`config.mk`:
```
export PLATFORM = sky130hd
export DESIGN_NAME = ii_read_arbiter
export DESIGN_NICKNAME = d
export VERILOG_FILES = /design/src/rtl/ii_read_arbiter_pkg.sv /design/src/rtl/ii_rd_pipe.sv /design/src/rtl/ii_read_arbiter.sv
export SDC_FILE = /design/constraint.sdc
export NUM_CORES = 1
export LEC_CHECK = 0
export ABC_AREA = 1
export BUFFER_PORTS_ARGS = -buffer_cell sky130_fd_sc_hd__buf_4
export CORE_UTILIZATION = 30
export CTS_CLUSTER_DIAMETER = 40
export DETAILED_ROUTE_END_ITERATION = 8
export PLACE_DENSITY_LB_ADDON = 0.15
export SETUP_SLACK_MARGIN = 0.2
export SYNTH_ARGS = -nofsm -noshare
export SYNTH_HDL_FRONTEND = slang
export SYNTH_HIERARCHICAL = 1
export SYNTH_SLANG_ARGS = --single-unit
```
`constraint.sdc`:
```
create_clock -name clk_vga -period 1.7 [get_ports clk_vga]
set_clock_uncertainty 0.05 [all_clocks]
set_input_delay 0.17 -clock clk_vga [delete_from_list [all_inputs] [get_ports clk_vga]]
set_output_delay 0.17 -clock clk_vga [all_outputs]
set_load 0.05 [all_outputs]
```
`src/rtl/ii_read_arbiter_pkg.sv`:
```
// Shared face-detector constants and the integral-image read arbiter's swap FSM encoding.
package ii_read_arbiter_pkg;
  localparam int ADDR_W    = 15;
  localparam int DATA_W    = 20;
  localparam int TAG_W     = 2;
  localparam int II_WIDTH  = 160;
  localparam int II_HEIGHT = 120;

  typedef enum logic [1:0] {
    RUN     = 2'd0,
    PENDING = 2'd1,
    DRAIN   = 2'd2
  } swap_state_t;
endpackage

```
`src/rtl/ii_rd_pipe.sv`:
```
// Owner/tag delay line matching BRAM latency, plus the registered display/detector return ports.
module ii_rd_pipe #(
  parameter int RD_LAT = 1,
  parameter int DATA_W = 20,
  parameter int TAG_W  = 2
) (
  input  logic              clk_vga,
  input  logic              rst,
  input  logic              issue,
  input  logic              issue_det,
  input  logic [TAG_W-1:0]  issue_tag,
  input  logic [DATA_W-1:0] bram_rddata,
  output logic [DATA_W-1:0] disp_rdata,
  output logic              det_rvalid,
  output logic [DATA_W-1:0] det_rdata,
  output logic [TAG_W-1:0]  det_rtag
);
  logic [RD_LAT-1:0]            vld_pipe;
  logic [RD_LAT-1:0]            det_pipe;
  logic [RD_LAT-1:0][TAG_W-1:0] tag_pipe;
  logic                         out_det, out_disp;

  always_ff @(posedge clk_vga) begin
    if (rst) begin
      vld_pipe <= '0;
      det_pipe <= '0;
      tag_pipe <= '0;
    end else begin
      vld_pipe[0] <= issue;
      det_pipe[0] <= issue_det;
      tag_pipe[0] <= issue_tag;
      for (int i = 1; i < RD_LAT; i++) begin
        vld_pipe[i] <= vld_pipe[i-1];
        det_pipe[i] <= det_pipe[i-1];
        tag_pipe[i] <= tag_pipe[i-1];
      end
    end
  end

  // Last stage lines up with bram_rddata for the address issued RD_LAT cycles ago.
  assign out_det  = vld_pipe[RD_LAT-1] &  det_pipe[RD_LAT-1];
  assign out_disp = vld_pipe[RD_LAT-1] & ~det_pipe[RD_LAT-1];

  always_ff @(posedge clk_vga) begin
    if (rst) begin
      disp_rdata <= '0;
      det_rvalid <= 1'b0;
      det_rdata  <= '0;
      det_rtag   <= '0;
    end else begin
      det_rvalid <= out_det;
      if (out_det) begin
        det_rdata <= bram_rddata;
        det_rtag  <= tag_pipe[RD_LAT-1];
      end
      if (out_disp) disp_rdata <= bram_rddata;
    end
  end
endmodule

```
`src/rtl/ii_read_arbiter.sv`:
```
// Display-priority BRAM read arbiter with double-buffered integral-image bank swap at vsync.
module ii_read_arbiter
  import ii_read_arbiter_pkg::*;
#(
  parameter int ADDR_W = ii_read_arbiter_pkg::ADDR_W,
  parameter int DATA_W = ii_read_arbiter_pkg::DATA_W,
  parameter int TAG_W  = ii_read_arbiter_pkg::TAG_W,
  parameter int RD_LAT = 1
) (
  input  logic              clk_vga,
  input  logic              rst,
  input  logic              vsync,
  input  logic              disp_active,
  input  logic [ADDR_W-1:0] disp_addr,
  output logic [DATA_W-1:0] disp_rdata,
  input  logic              det_req,
  input  logic [ADDR_W-1:0] det_addr,
  input  logic [TAG_W-1:0]  det_tag,
  output logic              det_gnt,
  output logic              det_rvalid,
  output logic [DATA_W-1:0] det_rdata,
  output logic [TAG_W-1:0]  det_rtag,
  input  logic              frame_ready,
  output logic              bank_sel,
  output logic              wr_bank,
  output logic              det_frame_start,
  output logic [ADDR_W:0]   bram_addr,
  input  logic [DATA_W-1:0] bram_rddata
);
  localparam int CNT_W = $clog2(RD_LAT + 2);

  swap_state_t      state;
  logic             vsync_q, vsync_fall, swap_block;
  logic [CNT_W-1:0] inflight;

  assign swap_block = (state == DRAIN);
  assign det_gnt    = det_req & ~disp_active & ~rst & ~swap_block;
  assign wr_bank    = ~bank_sel;
  assign bram_addr  = {bank_sel, disp_active ? disp_addr : det_addr};
  assign vsync_fall = vsync_q & ~vsync;

  // Only detector reads are counted; display reads never straddle a swap since vsync is low.
  always_ff @(posedge clk_vga) begin
    if (rst) inflight <= '0;
    else begin
      case ({det_gnt, det_rvalid})
        2'b10:   inflight <= inflight + CNT_W'(1);
        2'b01:   inflight <= inflight - CNT_W'(1);
        default: inflight <= inflight;
      endcase
    end
  end

  always_ff @(posedge clk_vga) begin
    if (rst) begin
      state           <= RUN;
      bank_sel        <= 1'b0;
      det_frame_start <= 1'b0;
      vsync_q         <= 1'b1;
    end else begin
      vsync_q         <= vsync;
      det_frame_start <= 1'b0;
      case (state)
        RUN:     if (frame_ready) state <= vsync_fall ? DRAIN : PENDING;
        PENDING: if (vsync_fall) state <= DRAIN;
        DRAIN: begin
          if (inflight == '0) begin
            bank_sel        <= ~bank_sel;
            det_frame_start <= 1'b1;
            state           <= RUN;
          end
        end
        default: state <= RUN;
      endcase
    end
  end

  ii_rd_pipe #(
    .RD_LAT (RD_LAT),
    .DATA_W (DATA_W),
    .TAG_W  (TAG_W)
  ) u_rd_pipe (
    .clk_vga     (clk_vga),
    .rst         (rst),
    .issue       (disp_active | det_gnt),
    .issue_det   (~disp_active),
    .issue_tag   (det_tag),
    .bram_rddata (bram_rddata),
    .disp_rdata  (disp_rdata),
    .det_rvalid  (det_rvalid),
    .det_rdata   (det_rdata),
    .det_rtag    (det_rtag)
  );
endmodule

```
==> flow_summary.ini, run 1 <==
[detailed_routing]
wl_per_cell_um = 10.6
drc = 0
drt_pass1_iterations = 4
drt_iter0_markers = 87
routed_wl_um = 5950
viasPerCell = 4.28
vias = 2392
ant_nets = 0

[die]
row_count = 32
ioPinCount = 121
die_width_um = 91.2
dieArea_um2 = 8320
core_area_um2 = 7730
start_util = 0.309
fp.dieH_um = 91.2

[clock_network]
clk_latency_ns = 0.30
clock_path_buffers = 2
cts_max_level = 2
hold_buffers = 0
path_clk_slew_ns = 0.09
clock-sinks = 54
cts_made_buffers = 5
cts_root_buf = clkbuf_8
cts_tree = done

[pwr]
netSwitchingPower_uw = 955
ir_worst_vdd_mv = 0.337
power_frac_comb = 0.265
power.density_nw_per_um2 = 875
p_int_mw = 2.05
p_sw_frac = 0.318
seqPwrFrac = 0.457
design_power_total_mw = 3.00
clkPwrFrac = 0.279
p_leak_nw = 1.74

[grt]
grt_max_degree = 30
grt_pass1_wl_um = 10200
grt_pass1_vias = 2232
antenna_found_initial = 0
grt_overflow = 0
grt_usage = 0.151

[yosys]
async_flop_share = 0
synth_mux_area_frac = 0
synth_top_area_frac = 0.453
syn_nets = 404
synth_ff_type = dfxtp_1
syn_inst = 345
ys_top_cells_by_area = dfxtp_1, nand2_1, nand3_1
synth_simple_gate_area_frac = 0.353
yosysSeqAreaShare = 0.453
yosysTopAreaCell = dfxtp_1
syn-cell-area_um2 = 2390
synth_compound_area_frac = 0.0545
yosys_warnings = 6
synth_xor_area_frac = 0
synth-edff-count = 0
synthAdderAreaFrac = 0.00524
yosysMostFrequentCell = nand2_1
synth-seq-cells = 54
synth_commonest_cells = nand2_1, dfxtp_1, nor2_1
avgSynthCellArea_um2 = 6.92
synthDistinctLibCells = 19
synth_top_family_by_area = simple AND/OR/NAND/NOR gates

[sta]
hold_viol = 0
setup_viol = 0
rsz0062_at_grt = true
worst_pin_slew_ns = 0.565
relSlewSlack = 0.623
max_freq_ghz = 0.704
fin_crit_sh = 0.835
setup_tns_ns = 0
whs_ns = 0.00799
fin_ws_ns = 0.280
slew_viol_final = 0
min_period_ns = 1.42

[layout]
syn_to_final_growth_pct = 43.7
multi_input_area_um2 = 1010
antenna_cells = 0
nNetsFinal = 515
fill_cells = 812
final-seq-area_um2 = 1080
layout-drive-gt1-share = 0.330
fin_area_um2 = 3430

[setup_path]
r2r_end = inflight[1]
cp.required_ns = 1.48
arrival_ns = 1.20
rrSetupSlack_ns = 0.29
crit_path_start_kind = register
timing.rr.start = state[0]
cp_max_fo = 3
criticalPathCategory = reg -> out
cp-end-kind = primary output
rr_worst_depth = 11

[min_path]
hold_class = in -> reg
holdPathEnd = vsync_q
worstHoldStart = vsync
whs_path_depth = 3

[place]
pre_cts_slack_ns = 0.253
place.gp.congestion = 0.755
dpl.hpwl_um = 4610
place_area_um2 = 3320
port-buffer-count = 120

[flow_run]
max-cap-violations = 0

[run_status]
status = finished, final reports clean
[timing repair]
item                       in CTS  in global routing
setup endpoints to repair       0                 12
gates resized for setup         0                  2
buffers inserted                0                  0
[power by group through the flow]
| stage | clock network, mW | registers (mW) | logic (mW) |
|---|---|---|---|
| 6_report | 0.837 | 1.37 | 0.795 |
| 2_1_floorplan | 0 | 1.57 | 0.364 |
| 3_3_place_gp | 0 | 1.40 | 0.794 |
| 4_1_cts | 0.875 | 1.37 | 0.801 |
| 3_5_place_dp | 0 | 1.40 | 0.799 |
| 5_1_grt | 0.934 | 1.38 | 0.859 |
[cell families after synthesis]
logic type,Yosys count
AND/OR/NAND/NOR,203
buffers and inverters,61
flip-flops,54
AO/OA/AOI/OAI,26
adder cells (fa/ha/maj),1
[worst max-delay path, cell delays in order, from the launching register on]
cell and delay, ns:
dfxtp_2 0.33, inv_2 0.04, nand2_2 0.08, nand3_2 0.11
nor2_4 0.13, buf_4 0.21
[sequential cells by signal, indices dropped and copies added (netlist names)]
name                  cells
u_rd_pipe/disp_rdata     20
state                     2
u_rd_pipe/det_rdata      20
bank_sel                  1
u_rd_pipe/vld_pipe        1
u_rd_pipe/det_rtag        2
inflight                  2
vsync_q                   1
u_rd_pipe/det_pipe        1
u_rd_pipe/det_rvalid      1
u_rd_pipe/tag_pipe        2
det_frame_start           1
[cell usage in the layout, fill, tap and decap left out]
cell,n
a21oi_1,24
buf_4,127
bufinv_16,1
clkbuf_1,2
clkbuf_8,5
dfxtp_1,52
dfxtp_2,2
ha_4,1
inv_1,32
inv_2,5
inv_6,1
nand2_1,97
nand2_2,3
nand2_4,1
nand3_1,44
nand3_2,1
nand4_1,1
nor2_1,51
nor2_2,3
nor2_4,1
nor3_1,1
o21ai_0,2
[cell type report]
type | instances | share of cell area
Timing Repair Buffer | 127 | 0.278
Sequential cell | 54 | 0.316
Multi-Input combinational cell | 230 | 0.295
Inverter | 38 | 0.0430
Clock buffer | 7 | 0.0222
Clock inverter | 1 | 0.00875
Tap cell | 102 | 0.0372
[through the flow]
step | util | std cells
final | 0.444 | 559
after floorplan | - | 345
after detailed placement | 0.429 | 551
after global placement | 0.429 | 551
after global routing | 0.444 | 559
after CTS | 0.443 | 559
[layer usage]
metal,share of wire,global-route usage,vias to the layer above
li1,-,-,1283
met1,0.46,0.193,1022
met2,0.46,0.248,83
met3,0.065,0.0419,4
met4,0.0098,0.0437,0
met5,0,0,-
[worst max-delay path by stage]
stage | depth (start not counted) | start | slack (ns) | endpoint
2_1_floorplan | 11 | state[0] | 0.13 | inflight[1]
3_3_place_gp | 11 | rst | 0.30 | inflight[1]
3_5_place_dp | 11 | rst | 0.25 | inflight[1]
4_1_cts | 4 | state[1] | 0.25 | det_gnt
5_1_grt | 11 | state[0] | 0.18 | inflight[1]
6_report | 5 | state[0] | 0.28 | det_gnt
(Power assumes the default switching activity.)
==> inputs of run 2 (changes only) <==
==> constraint.sdc (replaced) <==
create_clock -name clk_vga -period 1.45 [get_ports clk_vga]
set_clock_uncertainty 0.05 [all_clocks]
set_input_delay 0.145 -clock clk_vga [delete_from_list [all_inputs] [get_ports clk_vga]]
set_output_delay 0.145 -clock clk_vga [all_outputs]
set_load 0.05 [all_outputs]
==> flow_summary.ini, run 2 (synthesis results as in run 1) <==
[run_status]
status = finished, final reports clean

[layout]
layout-drive-gt1-share = 0.350
fin_cells = 571
nNetsFinal = 528
antenna_cells = 0
layout_commonest_cell = buf_4
fin_area_um2 = 3540
final_cell_mix = buf_4, nand2_1, nor2_1, dfxtp_1, nand3_1
fill_cells = 803
syn_to_final_growth_pct = 48.2
reg_top3 = u_rd_pipe/det_rdata x20, u_rd_pipe/disp_rdata x20

[clock_network]
clock_path_buffers = 2
cts_max_level = 2
clock-sinks = 54
cts_root_buf = clkbuf_8
cts_made_buffers = 5
cts_tree = done
path_clk_slew_ns = 0.10
clk_latency_ns = 0.30

[sta]
setup_viol = 0
fin_crit_sh = 0.948
fin_ws_ns = 0.0756
worst_pin_slew_ns = 0.300
max_freq_ghz = 0.728
hold_viol = 0
rsz0062_at_grt = true
slew_viol_final = 0
min_period_ns = 1.37
relSlewSlack = 0.800

[detailed_routing]
vias = 2441
drt_pass1_iterations = 4
drt_iter0_markers = 42
drc = 0
routed_wl_um = 6140
wl_per_cell_um = 10.8
ant_nets = 0
viasPerCell = 4.27

[grt]
grt_max_degree = 30
grt_pass1_vias = 2262
grt_overflow = 0
antenna_found_initial = 0
grt_pass1_wl_um = 9930
grt_usage = 0.147

[setup_path]
cp.required_ns = 1.25
critPathMaxStageDelay_ns = 0.33
timing.rr.start = state[0]
r2r_end = inflight[1]
rr_worst_depth = 11
cp-end-kind = primary output
arrival_ns = 1.18
crit_chain = inv_2 -> nand2_4 -> nand3_4 -> nor2_4 -> buf_4 -> buf_8
cp_slowest_cell = dfxtp_2
crit_path_start_kind = register
cp_max_fo = 2
rrSetupSlack_ns = 0.11
criticalPathCategory = reg -> out

[flow_run]
max-cap-violations = 0

[min_path]
hold_class = in -> reg
whs_path_depth = 3
holdPathEnd = u_rd_pipe/det_rdata[0]
worstHoldStart = bram_rddata[0]

[pwr]
p_leak_nw = 1.79
design_power_total_mw = 3.37
ir_worst_vdd_mv = 0.324
power.density_nw_per_um2 = 953

[die]
ioPinCount = 121
fp.dieH_um = 91.2
start_util = 0.309
row_count = 32
dieArea_um2 = 8320
core_area_um2 = 7730
die_width_um = 91.2

[place]
place.gp.congestion = 0.728
dpl.hpwl_um = 4510
port-buffer-count = 120
place_area_um2 = 3330
place_inst = 553
pre_cts_slack_ns = 0.0102
run 2: how the worst max path moves through the flow:
| stage | from | end | slack [ns] | depth (start not counted) |
|---|---|---|---|---|
| floorplan | state[0] | inflight[1] | -0.12 | 11 |
| global placement | state[0] | inflight[1] | 0.09 | 11 |
| detailed placement | state[0] | inflight[1] | 0.01 | 11 |
| CTS | state[0] | inflight[1] | 0.10 | 11 |
| global route | state[0] | inflight[1] | 0.01 | 11 |
| finish | state[0] | det_gnt | 0.08 | 6 |
run 2: area by class of cell:
| class | count | area [µm²] | area share |
|---|---|---|---|
| sequential | 54 | 1080 | 0.307 |
| inverter | 38 | 151 | 0.0428 |
| multi-input combinational | 230 | 1020 | 0.290 |
| timing repair inverter | 1 | 7.51 | 0.00212 |
| clock inverter | 2 | 10.0 | 0.00283 |
| tap | 102 | 128 | 0.0361 |
| timing repair buffer | 139 | 1060 | 0.300 |
| clock buffer | 5 | 68.8 | 0.0195 |
run 2: layer usage:
layer	GRT usage	wire, µm	up-vias
li1	-	-	1303
met1	0.169	2740	1051
met2	0.261	2910	82
met3	0.0410	411	5
met4	0.0476	77	0
met5	0	0	-
run 2: worst max-delay path, delay by kind of cell (launching register included):
kind	cells	cell delay, ns
buffers and inverters	3	0.30
and+or+nand+nor	3	0.23
DFF	1	0.33
run 2: stage by stage:
stage,hold slack (ns),utilization,TNS (ns)
global placement,0.294,0.431,0
CTS,0.0445,0.453,0
floorplan,0.173,-,-0.162
finish,0.0553,0.458,0
detailed placement,0.298,0.431,0
global route,0.0555,0.458,0
run 2: repair_timing:
action	CTS	global route
cloned	0	1
pin swaps	4	0
setup endpoints to repair	4	34
endpoints found under the hold margin	3	0
gates resized for setup	3	7
hold buffers	3	0
setup buffers	6	1
run 2: where the power goes:
group | internal [mW] | switching (mW) | total [mW]
combinational | 0.353 | 0.619 | 0.972
sequential | 1.56 | 0.0474 | 1.61
clock | 0.326 | 0.467 | 0.793
total | 2.24 | 1.13 | 3.37
